[src/rtl/alu_share_arbiter.sv]
// alu_share_arbiter: round-robin sharing of one combinational ALU between
// NUM_REQ requesters. One operation is accepted per handshake. It runs on the
// ALU for one cycle, and its result returns on a tagged valid/ready channel.
module alu_share_arbiter #(
  parameter int DATA_WIDTH = 64,
  parameter int NUM_REQ    = 2,
  parameter int ID_W       = $clog2(NUM_REQ)
) (
  input  logic                          clk_i,
  input  logic                          rst_ni,
  input  logic [NUM_REQ-1:0]            req_valid_i,
  output logic [NUM_REQ-1:0]            req_ready_o,
  input  logic [NUM_REQ*DATA_WIDTH-1:0] req_a_i,
  input  logic [NUM_REQ*DATA_WIDTH-1:0] req_b_i,
  input  logic [NUM_REQ*5-1:0]          req_op_i,
  output logic [DATA_WIDTH-1:0]         alu_a_o,
  output logic [DATA_WIDTH-1:0]         alu_b_o,
  output logic [4:0]                    alu_op_o,
  input  logic [DATA_WIDTH-1:0]         alu_c_i,
  input  logic                          alu_cmp_i,
  output logic                          resp_valid_o,
  input  logic                          resp_ready_i,
  output logic [DATA_WIDTH-1:0]         resp_data_o,
  output logic                          resp_cmp_o,
  output logic [ID_W-1:0]               resp_id_o,
  output logic                          resp_err_o
);

  typedef enum logic [1:0] {S_IDLE, S_EXEC, S_RESP} state_t;

  state_t                r_state;
  logic [ID_W-1:0]       r_ptr;
  logic [DATA_WIDTH-1:0] r_a;
  logic [DATA_WIDTH-1:0] r_b;
  logic [4:0]            r_op;
  logic [ID_W-1:0]       r_id;
  logic                  r_resp_valid;
  logic [DATA_WIDTH-1:0] r_resp_data;
  logic                  r_resp_cmp;
  logic [ID_W-1:0]       r_resp_id;
  logic                  r_resp_err;

  // Rotate the valid vector so the pointer position becomes bit 0, pick the
  // lowest set bit, then rotate the one-hot pick back to absolute positions.
  logic [2*NUM_REQ-1:0] w_valid_dbl;
  logic [2*NUM_REQ-1:0] w_valid_shift;
  logic [NUM_REQ-1:0]   w_valid_rot;
  logic [NUM_REQ-1:0]   w_first;
  logic [2*NUM_REQ-1:0] w_first_dbl;
  logic [NUM_REQ-1:0]   w_sel;
  logic [ID_W-1:0]      w_win;
  logic                 w_any;
  logic                 w_fire;
  logic                 w_window;
  logic                 w_hs;
  logic                 w_illegal;

  assign w_valid_dbl   = {req_valid_i, req_valid_i};
  assign w_valid_shift = w_valid_dbl >> r_ptr;
  assign w_valid_rot   = w_valid_shift[NUM_REQ-1:0];

  genvar gi, gb;
  generate
    for (gi = 0; gi < NUM_REQ; gi++) begin : g_first
      if (gi == 0) begin : g_lsb
        assign w_first[gi] = w_valid_rot[gi];
      end else begin : g_rest
        assign w_first[gi] = w_valid_rot[gi] & ~(|w_valid_rot[gi-1:0]);
      end
    end
  endgenerate

  assign w_first_dbl = {{NUM_REQ{1'b0}}, w_first} << r_ptr;
  assign w_sel       = w_first_dbl[NUM_REQ-1:0] | w_first_dbl[2*NUM_REQ-1:NUM_REQ];

  // Binary index of the one-hot winner: each index bit ORs the selects whose
  // position has that bit set.
  generate
    for (gb = 0; gb < ID_W; gb++) begin : g_enc
      logic [NUM_REQ-1:0] w_terms;
      for (gi = 0; gi < NUM_REQ; gi++) begin : g_term
        assign w_terms[gi] = w_sel[gi] & (((gi >> gb) & 1) == 1);
      end
      assign w_win[gb] = |w_terms;
    end
  endgenerate

  // AND-OR payload mux driven by the one-hot winner.
  logic [DATA_WIDTH-1:0] w_a_acc  [NUM_REQ];
  logic [DATA_WIDTH-1:0] w_b_acc  [NUM_REQ];
  logic [4:0]            w_op_acc [NUM_REQ];
  generate
    for (gi = 0; gi < NUM_REQ; gi++) begin : g_mux
      if (gi == 0) begin : g_base
        assign w_a_acc[gi]  = req_a_i[gi*DATA_WIDTH +: DATA_WIDTH] & {DATA_WIDTH{w_sel[gi]}};
        assign w_b_acc[gi]  = req_b_i[gi*DATA_WIDTH +: DATA_WIDTH] & {DATA_WIDTH{w_sel[gi]}};
        assign w_op_acc[gi] = req_op_i[gi*5 +: 5] & {5{w_sel[gi]}};
      end else begin : g_chain
        assign w_a_acc[gi]  = w_a_acc[gi-1]  | (req_a_i[gi*DATA_WIDTH +: DATA_WIDTH] & {DATA_WIDTH{w_sel[gi]}});
        assign w_b_acc[gi]  = w_b_acc[gi-1]  | (req_b_i[gi*DATA_WIDTH +: DATA_WIDTH] & {DATA_WIDTH{w_sel[gi]}});
        assign w_op_acc[gi] = w_op_acc[gi-1] | (req_op_i[gi*5 +: 5] & {5{w_sel[gi]}});
      end
    end
  endgenerate

  // A new request may enter when idle, or when the pending response leaves
  // in this very cycle.
  assign w_any     = |req_valid_i;
  assign w_fire    = (r_state == S_RESP) & resp_ready_i;
  assign w_window  = (r_state == S_IDLE) | w_fire;
  assign w_hs      = w_window & w_any;
  assign w_illegal = (r_op > 5'd16);

  assign req_ready_o  = w_sel & {NUM_REQ{w_window}};
  assign alu_a_o      = r_a;
  assign alu_b_o      = r_b;
  assign alu_op_o     = r_op;
  assign resp_valid_o = r_resp_valid;
  assign resp_data_o  = r_resp_data;
  assign resp_cmp_o   = r_resp_cmp;
  assign resp_id_o    = r_resp_id;
  assign resp_err_o   = r_resp_err;

  // Control FSM: accept, run the ALU for one cycle, hold the response until taken.
  always_ff @(posedge clk_i or negedge rst_ni) begin
    if (!rst_ni) begin
      r_state      <= S_IDLE;
      r_ptr        <= '0;
      r_a          <= '0;
      r_b          <= '0;
      r_op         <= '0;
      r_id         <= '0;
      r_resp_valid <= 1'b0;
      r_resp_data  <= '0;
      r_resp_cmp   <= 1'b0;
      r_resp_id    <= '0;
      r_resp_err   <= 1'b0;
    end else begin
      if (w_hs) begin
        r_a   <= w_a_acc[NUM_REQ-1];
        r_b   <= w_b_acc[NUM_REQ-1];
        r_op  <= w_op_acc[NUM_REQ-1];
        r_id  <= w_win;
        r_ptr <= (w_win == ID_W'(NUM_REQ - 1)) ? '0 : w_win + 1'b1;
      end
      case (r_state)
        S_IDLE: begin
          if (w_hs) r_state <= S_EXEC;
        end
        S_EXEC: begin
          r_resp_data  <= w_illegal ? '0 : alu_c_i;
          r_resp_cmp   <= w_illegal ? 1'b0 : alu_cmp_i;
          r_resp_err   <= w_illegal;
          r_resp_id    <= r_id;
          r_resp_valid <= 1'b1;
          r_state      <= S_RESP;
        end
        S_RESP: begin
          if (w_fire) begin
            r_resp_valid <= 1'b0;
            r_state      <= w_hs ? S_EXEC : S_IDLE;
          end
        end
        default: r_state <= S_IDLE;
      endcase
    end
  end

endmodule

[config.mk]
export PLATFORM = sky130hd
export DESIGN_NAME = alu_share_arbiter
export DESIGN_NICKNAME = d
export VERILOG_FILES = /design/src/rtl/alu_share_arbiter.sv
export SDC_FILE = /design/constraint.sdc
export NUM_CORES = 1
export LEC_CHECK = 0
export CAP_MARGIN = 20
export CORE_AREA = 3 3 208 210
export CTS_BUF_LIST = sky130_fd_sc_hd__clkbuf_8
export DETAILED_ROUTE_END_ITERATION = 8
export DIE_AREA = 0 0 211 213
export GPL_TIMING_DRIVEN = 0
export PLACE_DENSITY = 0.53
export SYNTH_ARGS = -nofsm -noshare
export SYNTH_HDL_FRONTEND = slang
export SYNTH_SLANG_ARGS = --single-unit
[constraint.sdc]
create_clock -name clk_i -period 1.4 [get_ports clk_i]
set_input_delay 0.21 -clock clk_i [delete_from_list [all_inputs] [get_ports clk_i]]
set_output_delay 0.21 -clock clk_i [all_outputs]
set_load 0.01 [all_outputs]
==> metrics.txt <==
failing checks=setup timing; leakage=7.89 nW; CP startpoint kind=flip-flop; Worst Clk Skew=0.0178 ns; Worst EP required=1.83 ns; #FFs+latches synth=205; largest family of logic cells by synthesized area=compound AO/OA/AOI/OAI gates; sequential cell area fraction in the yosys report=0.551; TNS Setup=-65.61 ns; final worst-path cycle share=1.34; Die W=211 µm; GRT Util Overall=0.179; Std-Cell Rows=75; outcome=complete, but fails checks; # IOs=539; footprint of the multi-input gates=0.00439 mm²; endpoints failing setup=202; worst vdd ir=1.41 mV; number of CTS-inserted buffers=41; fin nets=1,738; FILL cells=4,097; simple-gate area share of the yosys netlist=0.0566; global placement routability congestion=0.816; Initial Utilization=0.223; clock tree root driver cell=clkbuf_8; total wire length=42,900 µm; antenna-violating nets left=0; FF+latch area=0.00513 mm²; Max-cap violations=0; Area Overhead vs Synth=83.5%; worst-case clock buffer depth=3; library cells used by synthesis=21; Yosys warning count=0; XOR/XNOR share of the synthesized area=0; fin. max-slew vios=0; Switching Fraction=0.375; Post-synth EDFFs=0; detailed placement HPWL=31,400 µm; worst endpoint data arrival time=2.32 ns; Worst Setup End Kind=flip-flop; cell area after synthesis=0.00931 mm²; Die Y=213 µm; clk sinks=205; placed cell areas=0.0155 mm²; number of I/O port buffers=538; final hold vios=0; FMAX=531 MHz; Avg WL per Cell=21.9 µm; Pint=21.6 mW; CTS tree=done; Placed Cells incl. Taps=1,847; count leader, synth=dfrtp_1; core footprint=0.0418 mm²; reg2reg setup slack=-0.48 ns; Worst Path Max Fanout=7; Setup WS pre-CTS=-1.65 ns; unrepaired setup endpoints after global routing=true; relative slew slack=0.575; P per Cell Area=2020 mW/mm²; Clock transition at path regs=0.06 ns; non-filler cells, final=1,963; synthesized-area fraction occupied by adder cells=0; Top FF cell, synth=dfrtp_1; setup ws final=-0.482 ns; full die area=0.0449 mm²; sequential share of power=0.299; first-pass GRT wire length=61,400 µm; top-area cell type share of the netlist area=0.551; number of antenna violations at the first check in global routing=1; worst r2r path cells=8; Avg Synthesized Cell Area=12.1 µm²; Worst Hold Class=input port to async pin; DRT iter0 DRCs=300; Mapped Nets=1,105; synth top area cells=dfrtp_1 (55%), mux2_2 (16%), a32o_1 (14%); Worst R2R Start=r_ptr; clock share of power=0.175; GRT overflow=0; drc violations=0; async set-reset flop share out of synthesis=1.00; post-layout util=0.409; leading area contributor after synthesis=dfrtp_1; share of cells above drive strength 1=0.455; Post-synth top cells=dfrtp_1 (205), a32o_1 (134), mux2_2 (133); worst r2r dst=alu_b_o[20]; routed vias=9,079; sw power=13.0 mW; clk_lat worst skew=0.56 ns; vias per inst=4.63; complex-gate fraction of the synthesized area=0.187; kind of critical path=flip-flop to flip-flop; Synth Instances=769; Comb pwr share=0.526; mux cell area share after synthesis=0.162; min Tclk post-route=1.88 ns; H-tree levels=2; cell area after layout=0.0171 mm²; vias in the first global route=9,625; largest net degree at the start of global routing=109; Initial DRT Pass Iterations=4; Tightest Pin Transition=0.637 ns
==> per-stage QoR <==
stage,power (mW),hold slack (ns)
after detailed placement,27.1,0.292
after global placement,27.0,0.462
after CTS,33.5,0.118
final,34.6,0.188
after global routing,36.8,0.161
after floorplan,17.5,-0.0856
==> critical path, stage by stage, from the launching register on <==
cell and delay (ns):
dfrtp_1 0.40, nand2b_4 0.17, buf_6 0.12, buf_6 0.10, buf_8 0.13, buf_12 0.16, clkbuf_16 0.16, a32o_1 0.26
mux2_2 0.26
==> cells in the final DEF, fill, tap and decap left out, types with 4 or more instances in the layout <==
cell type,n
dfrtp_1,201
a32o_1,108
clkbuf_2,16
mux2_4,13
clkdlybuf4s50_1,333
buf_2,199
buf_12,14
dfrtp_2,4
nand2_1,66
clkbuf_8,46
buf_4,15
buf_6,26
mux2_2,121
inv_1,17
o21ai_1,28
o21ai_2,38
clkbuf_16,14
nand2_4,35
clkbuf_4,5
buf_8,29
a32o_2,26
clkbuf_1,13
nand2_2,30
==> layout make-up <==
cell class / instances / share of cell area
Timing Repair Buffer: 593 / 0.314
Sequential cell: 205 / 0.301
Multi-Input combinational cell: 480 / 0.257
Buffer: 78 / 0.0423
Tap cell: 539 / 0.0395
Clock buffer: 45 / 0.0363
Clock inverter: 19 / 0.00887
Inverter: 3 / 0.000660
Antenna cell: 1 / 0.000147
==> cells by family after synthesis <==
logic type,count (synthesis)
AO/OA/AOI/OAI,209
buffers and inverters,84
flip-flops,205
multiplexers,134
AND/OR/NAND/NOR,137
==> metal layers <==
| layer | vias up | routed length (µm) | GRT usage |
|---|---|---|---|
| met5 | - | 0 | 0 |
| li1 | 4175 | - | - |
| met3 | 46 | 3800 | 0.0664 |
| met4 | 0 | 692 | 0.0453 |
| met1 | 4479 | 16700 | 0.204 |
| met2 | 379 | 21700 | 0.320 |
==> state kept, by name, summed over array words and instances (netlist names) <==
register,flops
alu_a_o,64
alu_b_o,64
alu_op_o,5
r_id,1
r_ptr,1
r_state,2
resp_cmp_o,1
resp_data_o,64
resp_err_o,1
resp_id_o,1
resp_valid_o,1
==> how the worst max path moves through the flow <==
| stage | startpoint | end | slack (ns) | cells past startpoint |
|---|---|---|---|---|
| finish | r_ptr | alu_b_o[20] | -0.48 | 8 |
| floorplan | r_ptr | alu_b_o[41] | -0.10 | 6 |
| global placement | rst_ni | alu_a_o[53] | -9.21 | 1 |
| global route | r_ptr | req_ready_o[0] | -0.56 | 6 |
| CTS | r_ptr | req_ready_o[1] | -0.61 | 6 |
| detailed placement | req_valid_i[1] | req_ready_o[1] | -1.65 | 6 |
==> power by group through the flow <==
stage | clock [mW] | combinational, mW | sequential, mW
after global routing | 6.65 | 19.4 | 10.7
final | 6.03 | 18.2 | 10.3
after detailed placement | 0 | 16.7 | 10.4
after global placement | 0 | 16.7 | 10.4
after CTS | 6.38 | 16.8 | 10.3
after floorplan | 0 | 5.80 | 11.7
==> timing repair <==
action	in CTS	in global routing
pin swaps	59	71
hold buffers	1	0
setup endpoints to repair	407	301
hold endpoints to repair	97	0
gates resized for setup	1015	227
gates cloned	10	13
setup buffers	26	11
No activity file was read; power rests on OpenSTA's default activity.
